**src/rtl/bus_pkg.sv**
```systemverilog
// Shared constants for the bus arbiter: bus-driver source codes and FSM state encoding.
// Codes 0-24 map onto the 25 drive enables; 25-31 are unused and flagged invalid.
package bus_pkg;
  localparam int NUM_SRC = 25;
  localparam int SRC_W   = 5;

  localparam logic [SRC_W-1:0] SRC_R0  = 5'd0,  SRC_R1  = 5'd1,  SRC_R2  = 5'd2,  SRC_R3  = 5'd3;
  localparam logic [SRC_W-1:0] SRC_R4  = 5'd4,  SRC_R5  = 5'd5,  SRC_R6  = 5'd6,  SRC_R7  = 5'd7;
  localparam logic [SRC_W-1:0] SRC_R8  = 5'd8,  SRC_R9  = 5'd9,  SRC_R10 = 5'd10, SRC_R11 = 5'd11;
  localparam logic [SRC_W-1:0] SRC_R12 = 5'd12, SRC_R13 = 5'd13, SRC_R14 = 5'd14, SRC_R15 = 5'd15;
  localparam logic [SRC_W-1:0] SRC_HI  = 5'd16, SRC_LO  = 5'd17, SRC_ZHI = 5'd18, SRC_ZLO = 5'd19;
  localparam logic [SRC_W-1:0] SRC_ZMUX = 5'd20, SRC_PC = 5'd21, SRC_MDR = 5'd22, SRC_PORTIN = 5'd23;
  localparam logic [SRC_W-1:0] SRC_CSIGN = 5'd24;

  typedef enum logic {
    ST_IDLE = 1'b0,
    ST_OWN  = 1'b1
  } state_e;
endpackage

```
**src/rtl/bus_src_decode.sv**
```systemverilog
// Source code to one-hot drive-enable decode; pure combinational, no backpressure.
// Codes above SRC_CSIGN yield all-zero enables and raise o_invalid.
module bus_src_decode
  import bus_pkg::*;
(
  input  logic [SRC_W-1:0]   i_code,
  output logic [NUM_SRC-1:0] o_onehot,
  output logic               o_invalid
);

  always_comb begin
    o_invalid = (i_code > SRC_CSIGN);
    o_onehot  = '0;
    if (!o_invalid) o_onehot[i_code] = 1'b1;
  end

endmodule

```
**src/rtl/bus_arbiter.sv**
```systemverilog
// Round-robin bus arbiter with registered one-hot grant and drive enables; 1-cycle grant latency, owner may extend via hold.
// Optional BUS_ARB_TIMEOUT_EN: bounds a hold to MAX_HOLD cycles and masks the offender until it drops req.
module bus_arbiter
  import bus_pkg::*;
#(
  parameter int NUM_REQ  = 4,
  parameter int MAX_HOLD = 16
) (
  input  logic                     clock,
  input  logic                     clear,
  input  logic [NUM_REQ-1:0]       req,
  input  logic [SRC_W*NUM_REQ-1:0] req_src,
  input  logic [NUM_REQ-1:0]       hold,
  output logic [NUM_REQ-1:0]       gnt,
  output logic [NUM_SRC-1:0]       out_en,
  output logic                     busy,
  output logic                     src_err,
  output logic                     timeout_err
);

  localparam int PW = (NUM_REQ > 1) ? $clog2(NUM_REQ) : 1;

  state_e               r_state, w_state_nxt;
  logic [PW-1:0]        r_ptr, r_owner, w_win;
  logic [NUM_REQ-1:0]   r_gnt, w_cand;
  logic [NUM_SRC-1:0]   r_out_en, w_dec;
  logic                 r_src_err, w_dec_inv;
  logic [SRC_W-1:0]     w_win_src;
  logic                 w_found, w_owner_wants, w_keep, w_load, w_revoke;

  assign w_owner_wants = (r_state == ST_OWN) && hold[r_owner] && req[r_owner];
  assign w_keep        = w_owner_wants && !w_revoke;

`ifdef BUS_ARB_TIMEOUT_EN
  localparam int CW = ($clog2(MAX_HOLD + 1) < 4) ? 4 : $clog2(MAX_HOLD + 1);

  logic [CW-1:0]      r_hold_cnt;
  logic [NUM_REQ-1:0] r_mask;
  logic               r_tmo_err;

  assign w_revoke    = w_owner_wants && (r_hold_cnt == CW'(MAX_HOLD));
  assign w_cand      = req & ~r_mask & ~({NUM_REQ{w_revoke}} & r_gnt);
  assign timeout_err = r_tmo_err;

  // Mask stays set until the revoked requester lets go of req.
  always_ff @(posedge clock or posedge clear) begin
    if (clear) begin
      r_hold_cnt <= '0;
      r_mask     <= '0;
      r_tmo_err  <= 1'b0;
    end else begin
      r_tmo_err <= w_revoke;
      r_mask    <= (r_mask & req) | ({NUM_REQ{w_revoke}} & r_gnt);
      if (w_load)      r_hold_cnt <= CW'(1);
      else if (w_keep) r_hold_cnt <= r_hold_cnt + 1'b1;
      else             r_hold_cnt <= '0;
    end
  end
`else
  assign w_revoke    = 1'b0;
  assign w_cand      = req;
  assign timeout_err = 1'b0;
`endif

  always_comb begin
    int k;
    k       = 0;
    w_found = 1'b0;
    w_win   = '0;
    for (int i = 0; i < NUM_REQ; i++) begin
      k = int'(r_ptr) + i;
      if (k >= NUM_REQ) k = k - NUM_REQ;
      if (!w_found && w_cand[k]) begin
        w_found = 1'b1;
        w_win   = PW'(k);
      end
    end
  end

  assign w_win_src = req_src[int'(w_win)*SRC_W +: SRC_W];

  bus_src_decode u_dec (
    .i_code    (w_win_src),
    .o_onehot  (w_dec),
    .o_invalid (w_dec_inv)
  );

  always_ff @(posedge clock or posedge clear) begin
    if (clear) r_state <= ST_IDLE;
    else       r_state <= w_state_nxt;
  end

  always_comb begin
    w_state_nxt = r_state;
    case (r_state)
      ST_IDLE: if (w_found) w_state_nxt = ST_OWN;
      ST_OWN:  if (!w_keep && !w_found) w_state_nxt = ST_IDLE;
      default: w_state_nxt = ST_IDLE;
    endcase
  end

  // A release with a pending request regrants on the same edge.
  always_comb begin
    w_load = 1'b0;
    case (r_state)
      ST_IDLE: w_load = w_found;
      ST_OWN:  w_load = !w_keep && w_found;
      default: w_load = 1'b0;
    endcase
  end

  always_ff @(posedge clock or posedge clear) begin
    if (clear) begin
      r_gnt     <= '0;
      r_out_en  <= '0;
      r_owner   <= '0;
      r_ptr     <= '0;
      r_src_err <= 1'b0;
    end else begin
      r_src_err <= 1'b0;
      if (w_load) begin
        r_gnt     <= NUM_REQ'(1) << w_win;
        r_owner   <= w_win;
        r_out_en  <= w_dec;
        r_src_err <= w_dec_inv;
        r_ptr     <= (int'(w_win) == NUM_REQ - 1) ? '0 : w_win + 1'b1;
      end else if (!w_keep) begin
        r_gnt    <= '0;
        r_out_en <= '0;
      end
    end
  end

  assign gnt     = r_gnt;
  assign out_en  = r_out_en;
  assign busy    = |r_gnt;
  assign src_err = r_src_err;

endmodule

```
**config.mk**
```make
export PLATFORM = sky130hd
export DESIGN_NAME = bus_arbiter
export DESIGN_NICKNAME = d
export VERILOG_FILES = /design/src/rtl/bus_pkg.sv /design/src/rtl/bus_src_decode.sv /design/src/rtl/bus_arbiter.sv
export SDC_FILE = /design/constraint.sdc
export NUM_CORES = 1
export LEC_CHECK = 0
export BUFFER_PORTS_ARGS = -buffer_cell sky130_fd_sc_hd__clkbuf_2
export CAP_MARGIN = 20
export CORE_ASPECT_RATIO = 0.5
export CORE_MARGIN = 2
export CORE_UTILIZATION = 41
export CTS_CLUSTER_DIAMETER = 150
export DETAILED_ROUTE_END_ITERATION = 7
export GPL_ROUTABILITY_DRIVEN = 0
export PLACE_DENSITY = 0.77
export SLEW_MARGIN = 20
export SYNTH_ARGS = -nofsm -noshare
export SYNTH_HDL_FRONTEND = slang
export SYNTH_SLANG_ARGS = --single-unit
```
**constraint.sdc**
```tcl
create_clock -name clock -period 2.5 [get_ports clock]
set_clock_uncertainty 0.15 [all_clocks]
set_input_delay 0.125 -clock clock [delete_from_list [all_inputs] [get_ports clock]]
set_output_delay 0.125 -clock clock [all_outputs]
set_load 0.05 [all_outputs]
```
[Word level (Yosys, flattened, before mapping)]
Cells that the tools add are included.
Storage, ports and cells
  memory bits (read-only): 0
  output and inout bits: 32
  input port bits: 30
  memories: 0
  bits in latches: 0
  flip-flop bits (word level): 35
  memory bits (writable): 0
Operators by class
  div/mod/pow operators: 0
  bitwise logic cells: 1
  equality and inequality tests: 2
  order comparisons: 12
  $add $sub $neg: 8
  multipliers: 1
  shift operators: 2
  reductions and logical operators: 14
  multiplexer cells: 41
Operator list (number)
  less-than comparator 32 x 4 -> 1 bit (second input constant): 4
  2-to-1 mux 32 bit: 4
  2-to-1 mux 25 bit: 3
  variable part select 20 x 6 -> 5 bit: 1
  2-to-1 mux 1 bit: 18
  binary-select mux 1 bit (select 2 bit): 6
  subtractor 3 x 3 -> 4 bit (second input constant): 3
  2-to-1 mux 2 bit: 5
  greater-or-equal comparator 3 bit (second input constant): 3
  logical AND 1 bit: 8
  2-to-1 mux 4 bit: 2
  adder 2 x 2 -> 3 bit (second input constant): 2
  less-than comparator 5 x 6 -> 1 bit (second input constant): 1
  demux 1 bit (select 5 bit): 1
  greater-or-equal comparator 5 x 1 -> 1 bit (second input constant): 1
  greater-than comparator 5 bit (second input constant): 1
  logical NOT 1 bit: 5
  multiplier 2 x 3 -> 5 bit (second input constant): 1
  case mux 1 bit (2 select lines): 2
  OR reduction 4 bit: 1
  left shift 1 x 2 -> 4 bit (first input constant): 1
  subtractor 2 x 3 -> 4 bit (second input constant): 1
  adder 2 x 1 -> 3 bit (second input constant): 1
  greater-or-equal comparator 2 x 3 -> 1 bit (second input constant): 1
  5 further kinds: 5

[Depth between registers and ports, before layout]
Gate-level depths: netlist (run 1).
  word-level depth: 23
  mapped depth: 9
  gate-level depth less buffers: 8

[Hierarchy]
Synthesis (run 1) repeated with hierarchy kept, for this count alone.
Unflattened totals
  cell total of the unflattened synthesis: 254
  area total of the unflattened synthesis: 2194.6 sq um
By module, submodules not included
  bus_arbiter: instances 1, cells an instance 215, area an instance 2013.2 sq um
  bus_src_decode: instances 1, cells an instance 39, area an instance 181.4 sq um

[Worst setup path after synthesis (run 1)]
No wires, ideal clock.
  path type: register to register
  from: reg r_ptr[0]
  to: reg r_out_en[11], in the netlist out_en[11]
  data required time: 2.255 ns
  cell stages (with the launch flop): 9
  path slack: 0.279 ns
  arrival: 1.976 ns
  cells stage by stage: dfrtp_1 > nand2b_1 > a21oi_1 > a211oi_4 > buf_6 > mux2i_1 > mux2_2 > nand3_1 > o31ai_1
Between the ends
  longest elaborated chain between the ends: 23
  elaborated cells between the ends (all ways): 54
RTL lines
  from (decl): line bus_arbiter.sv:24  | logic [PW-1:0] r_ptr, r_owner, w_win;
  from (signal assigned): line bus_arbiter.sv:126  | r_ptr <= (int'(w_win) == NUM_REQ - 1) ? '0 : w_win + 1'b1;
  branches (longest 14 deep; another with subtractor 3 x 3 -> 4 bit)
  2-to-1 mux 2 bit (*): line bus_arbiter.sv:73  | if (!w_found && w_cand[k]) begin
  net w_win[0]: line bus_arbiter.sv:24
  multiplier 2 x 3 -> 5 bit (*): line bus_arbiter.sv:80  | assign w_win_src = req_src[int'(w_win)*SRC_W +: SRC_W];
  variable part select 20 x 6 -> 5 bit (*): line bus_arbiter.sv:80
  less-than comparator 5 x 6 -> 1 bit (implied by the code) or greater-or-equal comparator 5 x 1 -> 1 bit (tied branches): line bus_src_decode.sv:14  | if (!o_invalid) o_onehot[i_code] = 1'b1;
  logical AND 1 bit (implied by the code): line bus_src_decode.sv:14
  2-to-1 mux 1 bit (implied by the code): line bus_src_decode.sv:14
  demux 1 bit (select 5 bit)
  2-to-1 mux 25 bit (*): line bus_src_decode.sv:14
  2-to-1 mux 25 bit (*): line bus_arbiter.sv:121  | if (w_load) begin
  to (signal assigned): line bus_arbiter.sv:124  | r_out_en <= w_dec;
  to (decl): line bus_arbiter.sv:26  | logic [NUM_SRC-1:0] r_out_en, w_dec;
Mark *: on every way through the listed nets, which the timed path passes. The select of a mux whose other input is x is not followed.
A chain may end at the register's enable or synchronous reset.

[Worst setup path in the final report (run 1)]
  from: reg r_ptr[0]
  to: reg r_out_en[20], in the netlist out_en[20]
Between the ends
  longest elaborated chain between the ends: 23
  elaborated cells between the ends (all ways): 54
RTL lines
  branches (longest 23 deep; another with subtractor 3 x 3 -> 4 bit)
Several ways; the timed one is not identified. The select of a mux whose other input is x is not followed.

==> results of run 1 <==
stage by stage:
step / power [mW] / instances
3_5_place_dp: 2.48 / 303
3_3_place_gp: 2.43 / 303
6_report: 2.99 / 312
4_1_cts: 2.99 / 312
5_1_grt: 3.16 / 312
2_1_floorplan: 2.07 / 189
cell families after synthesis:
| logic type | synth area share (%) |
|---|---|
| mux | 12.5 |
| flops | 46.9 |
| buf+inv | 5.09 |
| compound gates | 16.4 |
| simple gates | 16.3 |
| fa+ha+maj | 2.68 |
| other cells | 0.201 |
layout make-up:
type / count / area (um^2)
multi-input combinational: 136 / 906
fill: 377 / 2000
clock buffer: 5 / 68.8
timing repair buffer: 68 / 388
inverter: 8 / 30.0
sequential: 35 / 876
clock inverter: 3 / 43.8
tap: 57 / 71.3
cell usage after synthesis, types with 2 or more instances:
| cell | number |
|---|---|
| dfrtp_1 | 35 |
| o21ai_0 | 19 |
| o31ai_1 | 2 |
| a21oi_1 | 3 |
| inv_1 | 7 |
| clkbuf_1 | 5 |
| nor2_1 | 8 |
| nand2_1 | 34 |
| a211o_1 | 2 |
| o21ai_1 | 6 |
| ha_1 | 4 |
| nand2b_1 | 3 |
| buf_6 | 3 |
| a32o_1 | 4 |
| mux2i_4 | 2 |
| nor3b_1 | 2 |
| nand3_1 | 9 |
| nor3_1 | 3 |
| mux2i_1 | 11 |
| mux2_2 | 7 |
power by group through the flow:
stage	clock network [mW]	registers (mW)	logic [mW]
after floorplan	0	1.22	0.849
after global placement	0	0.815	1.62
after detailed placement	0	0.823	1.66
after CTS	0.512	0.813	1.67
after global routing	0.532	0.832	1.80
final	0.505	0.813	1.67
path summary, 6_finish.rpt:
path                                 from    endpoint  slack (ps)  depth (start not counted)
worst max-delay path             r_ptr[0]  out_en[20]         160                          8
worst min-delay path               req[0]     r_state         130                          3
worst max register to register   r_ptr[0]  out_en[20]         160                          8
worst min register to register  out_en[5]   out_en[5]         340                          2
max in group asynchronous           clear  out_en[19]        1590                          4
min in group asynchronous           clear      gnt[3]         300                          4
metal layers:
metal,wire [um],vias to the layer above,GRT usage (%),share of wire [%]
met5,0,-,0,0
met4,103,0,6.85,2.2
met3,210,16,4.84,4.5
met2,2450,43,35.4,53
met1,1870,803,22.5,40
li1,-,784,-,-
cell usage in the layout, fill, tap and decap left out, types with 2 or more instances in the layout:
cell / netlist / layout
buf_4: 1 / 5
mux2_2: 7 / 7
buf_12: 0 / 2
a32o_1: 4 / 4
mux2i_1: 11 / 11
nand3_1: 9 / 9
dfrtp_1: 35 / 35
o21ai_1: 6 / 6
nor2_1: 8 / 8
a21oi_1: 3 / 3
clkbuf_8: 0 / 5
o21ai_0: 19 / 19
a211o_1: 2 / 2
nor3_1: 3 / 3
clkbuf_2: 0 / 60
ha_1: 4 / 4
mux2i_4: 2 / 2
inv_1: 7 / 7
o31ai_1: 2 / 2
nand2b_1: 3 / 3
nand2_1: 34 / 34
state kept, by name, summed over array words and instances, names as in the netlist:
signal and count:
out_en 25, src_err 1, gnt 4, r_state 1
r_ptr 2, r_owner 2
what timing repair did:
item / 4_1_cts / 5_1_grt
buffers inserted: 0 / 0
resized for setup: 0 / 3
setup endpoints to repair: 0 / 13
endpoints found under the hold margin: 35 / 0
hold buffers: 1 / 0
worst register-to-register path, stage by stage (launching register included):
cell and delay (ps):
dfrtp_1 390, nand2b_1 140, a21oi_1 100, a211oi_4 260, buf_12 190, mux2i_1 370
mux2_2 280, nand3_1 160, o21ai_0 220
==> impl_metrics.toml, run 1 <==
[routing]
drtPass1Iterations = 4
routed-via-count = 1646
wl_mm = 4.64
wire_per_inst_um = 14.9
vias_per_cell = 5.28
drt_iter0_drc = 62
drc = 0
drtAntennaViolNets = 0

[sta]
fin_ws_ps = 162
grt_setup_unrepaired = "no"
slew_violations = 0
setup_violations = 0
finalCritPeriodShare_pct = 93.5
finalSetupTns_ps = 0
finalCriticalPeriod_ps = 2340
whs_ps = 129
hold_viol = 0
fmax_mhz = 428

[worst_setup_path]
cp_max_fo = 15
cp.arrival_ps = 2390
crit_required_ps = 2550
crit_family = "multiplexers"
worst_path_largest_cell_delay_ps = 390
cp.buffers_inverters = 1
cp-start-kind = "register"
cpMaxStageDelayCell = "dfrtp_1"
cp_cell_sequence = "nand2b_1 -> a21oi_1 -> a211oi_4 -> buf_12 -> mux2i_1 -> mux2_2 -> nand3_1 -> o21ai_0"
worstSetupEndpointType = "register"
crit_type = "reg -> reg"

[floorplan]
start_util_pct = 42.7
pin_count = 62
die-height_um = 51.7
die_w_um = 99.5
die_area_um2 = 5150
coreArea_um2 = 4380
fp-row-count = 17

[synth]
synth.distinct_cells = 40
async_reset_ff_share_pct = 100
ys.flop_type = "dfrtp_1"
synthCells = 189
netlist_area_um2 = 1870
ys_ff_latch = 35
synth_nets = 223
synth_top_cell_by_area = "dfrtp_1"
ys_warn_count = 0
ys_seq_area_share_pct = 46.9
synthTopCellsByArea = "dfrtp_1 47%, nand2_1 6.8%, mux2i_1 5.9%"
synth_edf_count = 0
synth_top_area_share_pct = 46.9
syn_area_per_cell_um2 = 9.89

[cts]
root_buffer = "clkbuf_8"
clk_pin_slew_ps = 70
cts_tree = "yes"
cts_max_level = 2
clock_latency_ps = 280
numCtsBuffers = 5
clock_sinks = 35
cts_max_path_buffers = 2

[power_and_ir_drop]
p_int_mw = 1.54
powerDensity_nw_per_um2 = 1260
pwr-share-comb_pct = 56.0
power.switching_mw = 1.45
seq_power_share_pct = 27.2
p_clk_share_pct = 16.9
ir_drop_mv = 0.329
sw_frac_of_total_pct = 48.5
power_leakage_nw = 1.19

[cells_and_area]
fin_area_um2 = 2380
fin_util_pct = 54.4
drive_gt1_share_pct = 36.5
area_growth_syn_to_layout_pct = 27.5
antennaDiodeCount = 0
nets = 288

[placed_design]
io_buffers = 60
pre_cts_ws_ps = 121
hpwl_mm = 3.54
placed_area_um2 = 2250

[flow_run]
maxCapViolations = 0

[min_path]
hp-class = "in -> reg"

[grt]
overflow = 0
grt_pass1_vias = 1657
grt_pass1_wl_mm = 7.69
track_usage_pct = 19.3
grt_max_degree = 36
grt_antenna_before_repair = 0

[run_status]
outcome = "complete, no violations"
Note: power is estimated with default switching activity, not from simulation.
==> run 2, diff against run 1 <==
clock period = 2.7 ns   (was 2.5 ns; I/O delays follow)
==> run 2 against run 1 <==
Compared with the run above:
- cell area is 2.4% lower
- worst setup slack got worse by 17 ps
- clock-buffer cell count increased by 1
- total power decreased by 12%
- global-route usage fell by 0.28 points
- register-to-register slack worse by 20 ps
- maximum frequency is 8.5% lower
- core utilization is 1.3 points lower
- non-clock buffer count down 2
- worst hold slack improved by 28 ps
- sequential share of layout area increased by 0.91 points
- critical path type unchanged
- largest power group unchanged
- highest routed layer unchanged
==> impl_metrics.toml, run 2 (synthesis results as in run 1) <==
[cells_and_area]
final_common_cell = "clkbuf_2"
fin_area_um2 = 2330
area_growth_syn_to_layout_pct = 24.4
largest_reg_flops = 25
drive_gt1_share_pct = 35.6
fin_cells = 310
antennaDiodeCount = 0
fin_util_pct = 53.1
nets = 286
final_cell_mix = "60 x clkbuf_2, 35 x dfrtp_1, 34 x nand2_1, 19 x o21ai_0, 10 x mux2i_1"

[cts]
cts_tree = "yes"
cts_max_level = 2
post_cts_buffers = 0
clk_pin_slew_ps = 80
numCtsBuffers = 5
cts_max_path_buffers = 2
clock_sinks = 35
root_buffer = "clkbuf_8"
clock_latency_ps = 290

[routing]
drtPass1Iterations = 4
vias_per_cell = 5.35
drtAntennaViolNets = 0
drc = 0
wl_mm = 4.47
drt_iter0_drc = 50
wire_per_inst_um = 14.4
routed-via-count = 1657

[power_and_ir_drop]
p_int_mw = 1.31
power_leakage_nw = 1.16
p_clk_share_pct = 15.4
power.switching_mw = 1.33
ir_drop_mv = 0.349
seq_power_share_pct = 29.0
pwr-share-comb_pct = 55.6
sw_frac_of_total_pct = 50.4
total_power_mw = 2.63
powerDensity_nw_per_um2 = 1130

[floorplan]
die-height_um = 51.7
die_area_um2 = 5150
coreArea_um2 = 4380
die_w_um = 99.5
fp-row-count = 17
pin_count = 62
start_util_pct = 42.7

[placed_design]
io_buffers = 60
pre_cts_ws_ps = 233
dp.cells = 301
hpwl_mm = 3.40
placed_area_um2 = 2210

[sta]
slew_violations = 0
setup_violations = 0
finalSetupTns_ps = 0
grt_setup_unrepaired = "no"
hold_viol = 0
whs_ps = 157
finalCritPeriodShare_pct = 94.6
fin_ws_ps = 145
fmax_mhz = 391
finalCriticalPeriod_ps = 2550

[worst_setup_path]
cp-startpoint = "r_ptr[0]"
cp-start-kind = "register"
regToRegStartpoint = "r_ptr[0]"
rr_worst_depth = 8
cp.arrival_ps = 2610
cp_max_fo = 12
r2r-end = "out_en[11]"
worstSetupEndpoint = "out_en[11]"
reg2reg_setup_slack_ps = 150
worstSetupEndpointType = "register"
crit_required_ps = 2750
crit_type = "reg -> reg"

[grt]
grt_pass1_vias = 1618
grt_max_degree = 36
grt_antenna_before_repair = 0
grt_pass1_wl_mm = 7.62
track_usage_pct = 19.0
overflow = 0

[min_path]
hp-class = "in -> reg"

[flow_run]
maxCapViolations = 0

[run_status]
outcome = "complete, no violations"
-- run 2: changes by cell type in the layout (fill, tap and decap cells not counted), sizes merged --
| cell | change |
|---|---|
| clkinvlp | +1 |
| clkbuf | +1 |
| bufinv | -1 |
| clkinv | -1 |
| buf | -2 |
-- run 2: worst max-delay path: stages (launching register included) --
cell and delay, ps:
dfrtp_1 380, nand2b_1 150, a21oi_1 120, a211oi_4 330, buf_4 290, mux2i_1 360
mux2_2 270, nand3_1 140, o31ai_1 270
-- run 2: routing by layer --
layer	wire, um	track usage [%]
met5	0	0
met4	48	7.99
met3	210	4.17
met2	2270	33.4
met1	1940	23.2
-- run 2: worst min path at each step --
stage | slack [ps] | startpoint | end | cells past startpoint
after floorplan | 140 | clear | gnt[0] | 1
after global placement | 80 | clear | gnt[2] | 3
after detailed placement | 90 | clear | gnt[1] | 3
after CTS | 140 | req[0] | r_state | 3
after global routing | 200 | req[0] | r_state | 3
final | 160 | req[0] | r_state | 3
-- run 2: power by group through the flow --
stage	clock network, mW	registers (mW)	logic [mW]
floorplan	0	1.13	0.786
global placement	0	0.766	1.42
detailed placement	0	0.772	1.46
CTS	0.410	0.764	1.46
global route	0.437	0.783	1.58
finish	0.405	0.763	1.47
-- run 2: layout make-up --
type | count | area (um^2)
fill | 393 | 2060
multi-input combinational | 136 | 902
sequential | 35 | 876
timing repair buffer | 66 | 348
clock buffer | 6 | 82.6
tap | 57 | 71.3
inverter | 8 | 30.0
clock inverter | 2 | 16.3
-- run 2: repair_timing --
action                                  CTS  global route
resized for setup                         0             1
endpoints found under the setup margin    0             1
endpoints found under the hold margin    35             0
hold buffers                              1             0
==> run 3, diff against run 2 <==
CORE_ASPECT_RATIO = not set   (was 0.5)
==> run 3 against run 2 <==
Compared with the run above:
- register-to-register slack better by 80 ps
- final cell count is 1.9% lower
- total power is 1.3% lower
- critical path depth is 1 lower
- non-clock buffer count is 1 lower
- core utilization is 0.37 points lower
- routed wire length is 2.4% lower
- clock-buffer cell count is 1 lower
- global-route usage is 1.0 points lower
- die area is 0.64% lower
- flip-flop and latch count stayed put
- largest cell class unchanged
- largest power group unchanged
==> impl_metrics.toml, run 3 (synthesis results as in run 1) <==
[grt]
grt_pass1_wl_mm = 7.09
grt_pass1_vias = 1549
overflow = 0
grt_max_degree = 36
grt_antenna_before_repair = 0
track_usage_pct = 18.0

[sta]
setup_violations = 0
grt_setup_unrepaired = "no"
hold_viol = 0
fmax_mhz = 404
whs_ps = 123
finalCritPeriodShare_pct = 91.6
finalCriticalPeriod_ps = 2470
fin_ws_ps = 227
finalSetupTns_ps = 0
slew_violations = 0

[floorplan]
die_area_um2 = 5120
fp-row-count = 24
pin_count = 62
die-height_um = 71.5
coreArea_um2 = 4380
die_w_um = 71.5
start_util_pct = 42.6

[worst_setup_path]
cpMaxStageDelayCell = "dfrtp_1"
worst_path_largest_cell_delay_ps = 450
cp-start-kind = "register"
cp.arrival_ps = 2530
cp_max_fo = 8
crit_required_ps = 2750
crit_type = "reg -> reg"
worstSetupEndpointType = "register"
cp_cell_sequence = "nand2_2 -> a311oi_2 -> or2_1 -> buf_4 -> mux2i_1 -> nand2_1 -> nor3_1"

[cells_and_area]
fin_area_um2 = 2310
area_growth_syn_to_layout_pct = 23.6
final_cell_mix = "60 x clkbuf_2, 35 x dfrtp_1, 34 x nand2_1, 19 x o21ai_0, 11 x mux2i_1"
final_common_cell = "clkbuf_2"
antennaDiodeCount = 0
largest_reg_flops = 25
nFillCells = 423
drive_gt1_share_pct = 34.9
nets = 285

[placed_design]
hpwl_mm = 3.22
pre_cts_ws_ps = 246
io_buffers = 60
placed_area_um2 = 2210

[power_and_ir_drop]
power.switching_mw = 1.32
p_clk_share_pct = 14.6
sw_frac_of_total_pct = 50.6
powerDensity_nw_per_um2 = 1130
seq_power_share_pct = 29.3
pwr-share-comb_pct = 56.1
p_int_mw = 1.28
total_power_mw = 2.60
power_leakage_nw = 1.15
ir_drop_mv = 0.465

[routing]
drt_iter0_drc = 78
wl_mm = 4.36
wire_per_inst_um = 14.3
routed-via-count = 1605
drtPass1Iterations = 5
drc = 0
vias_per_cell = 5.28
drtAntennaViolNets = 0

[cts]
cts-resized-gates = 0
cts_max_level = 2
root_buffer = "clkbuf_8"
cts_max_path_buffers = 2
clock_latency_ps = 290
clk_pin_slew_ps = 80
post_cts_buffers = 0
numCtsBuffers = 5
cts_tree = "yes"
clock_sinks = 35

[flow_run]
maxCapViolations = 0

[min_path]
hp-class = "in -> reg"

[run_status]
outcome = "complete, no violations"
==> run 3: cell count changes in the layout (fill, tap and decap cells not counted), sizes merged <==
cell,change
clkinvlp,+1
clkbuf,-1
buf,-1
==> run 3: area by class of cell <==
type	count	area [um^2]	share of cell area, %
clock inverter	3	20.0	0.866
inverter	8	30.0	1.30
timing repair buffer	65	353	15.3
clock buffer	5	68.8	2.98
multi-input combinational	136	898	38.9
tap	52	65.1	2.82
sequential	35	876	37.9
==> run 3: worst paths after layout <==
| path | cells past startpoint | start | endpoint | slack, ps |
|---|---|---|---|---|
| worst max-delay path | 7 | r_ptr[1] | src_err | 230 |
| worst min-delay path | 3 | req[0] | r_state | 120 |
| worst max register to register | 7 | r_ptr[1] | src_err | 230 |
| worst min register to register | 2 | out_en[16] | out_en[16] | 340 |
| max in group asynchronous | 4 | clear | out_en[3] | 1760 |
| min in group asynchronous | 4 | clear | gnt[1] | 320 |
==> run 3: worst max-delay path: cells and delay by family (launching register included) <==
kind	cells	cell delay, ps
AND/OR/NAND/NOR	4	760
flip-flops	1	450
multiplexers	1	430
AO/OA/AOI/OAI	1	350
buffers and inverters	1	250
==> run 3: timing repair <==
action                                  4_1_cts  5_1_grt
hold buffers                                  1        0
endpoints found under the setup margin        0        0
endpoints found under the hold margin        35        0
==> run 3: metal layers <==
layer / share of wire [%] / wire length, um / vias to the layer above / global-route usage, %
li1: - / - / 781 / -
met1: 45 / 1950 / 767 / 23.4
met2: 48 / 2100 / 51 / 29.1
met3: 5.8 / 255 / 6 / 4.36
met4: 1.4 / 60 / 0 / 6.92
met5: 0 / 0 / - / 0
==> run 3: metrics by stage <==
stage,utilization [%],cells
2_1_floorplan,-,189
3_3_place_gp,50.5,295
3_5_place_dp,50.5,295
4_1_cts,52.7,304
5_1_grt,52.7,304
6_report,52.7,304
==> run 3: power groups by stage <==
stage | clock network, mW | registers, mW | logic, mW
2_1_floorplan | 0 | 1.13 | 0.786
3_3_place_gp | 0 | 0.770 | 1.44
3_5_place_dp | 0 | 0.773 | 1.46
4_1_cts | 0.388 | 0.763 | 1.47
5_1_grt | 0.413 | 0.782 | 1.56
6_report | 0.380 | 0.762 | 1.46
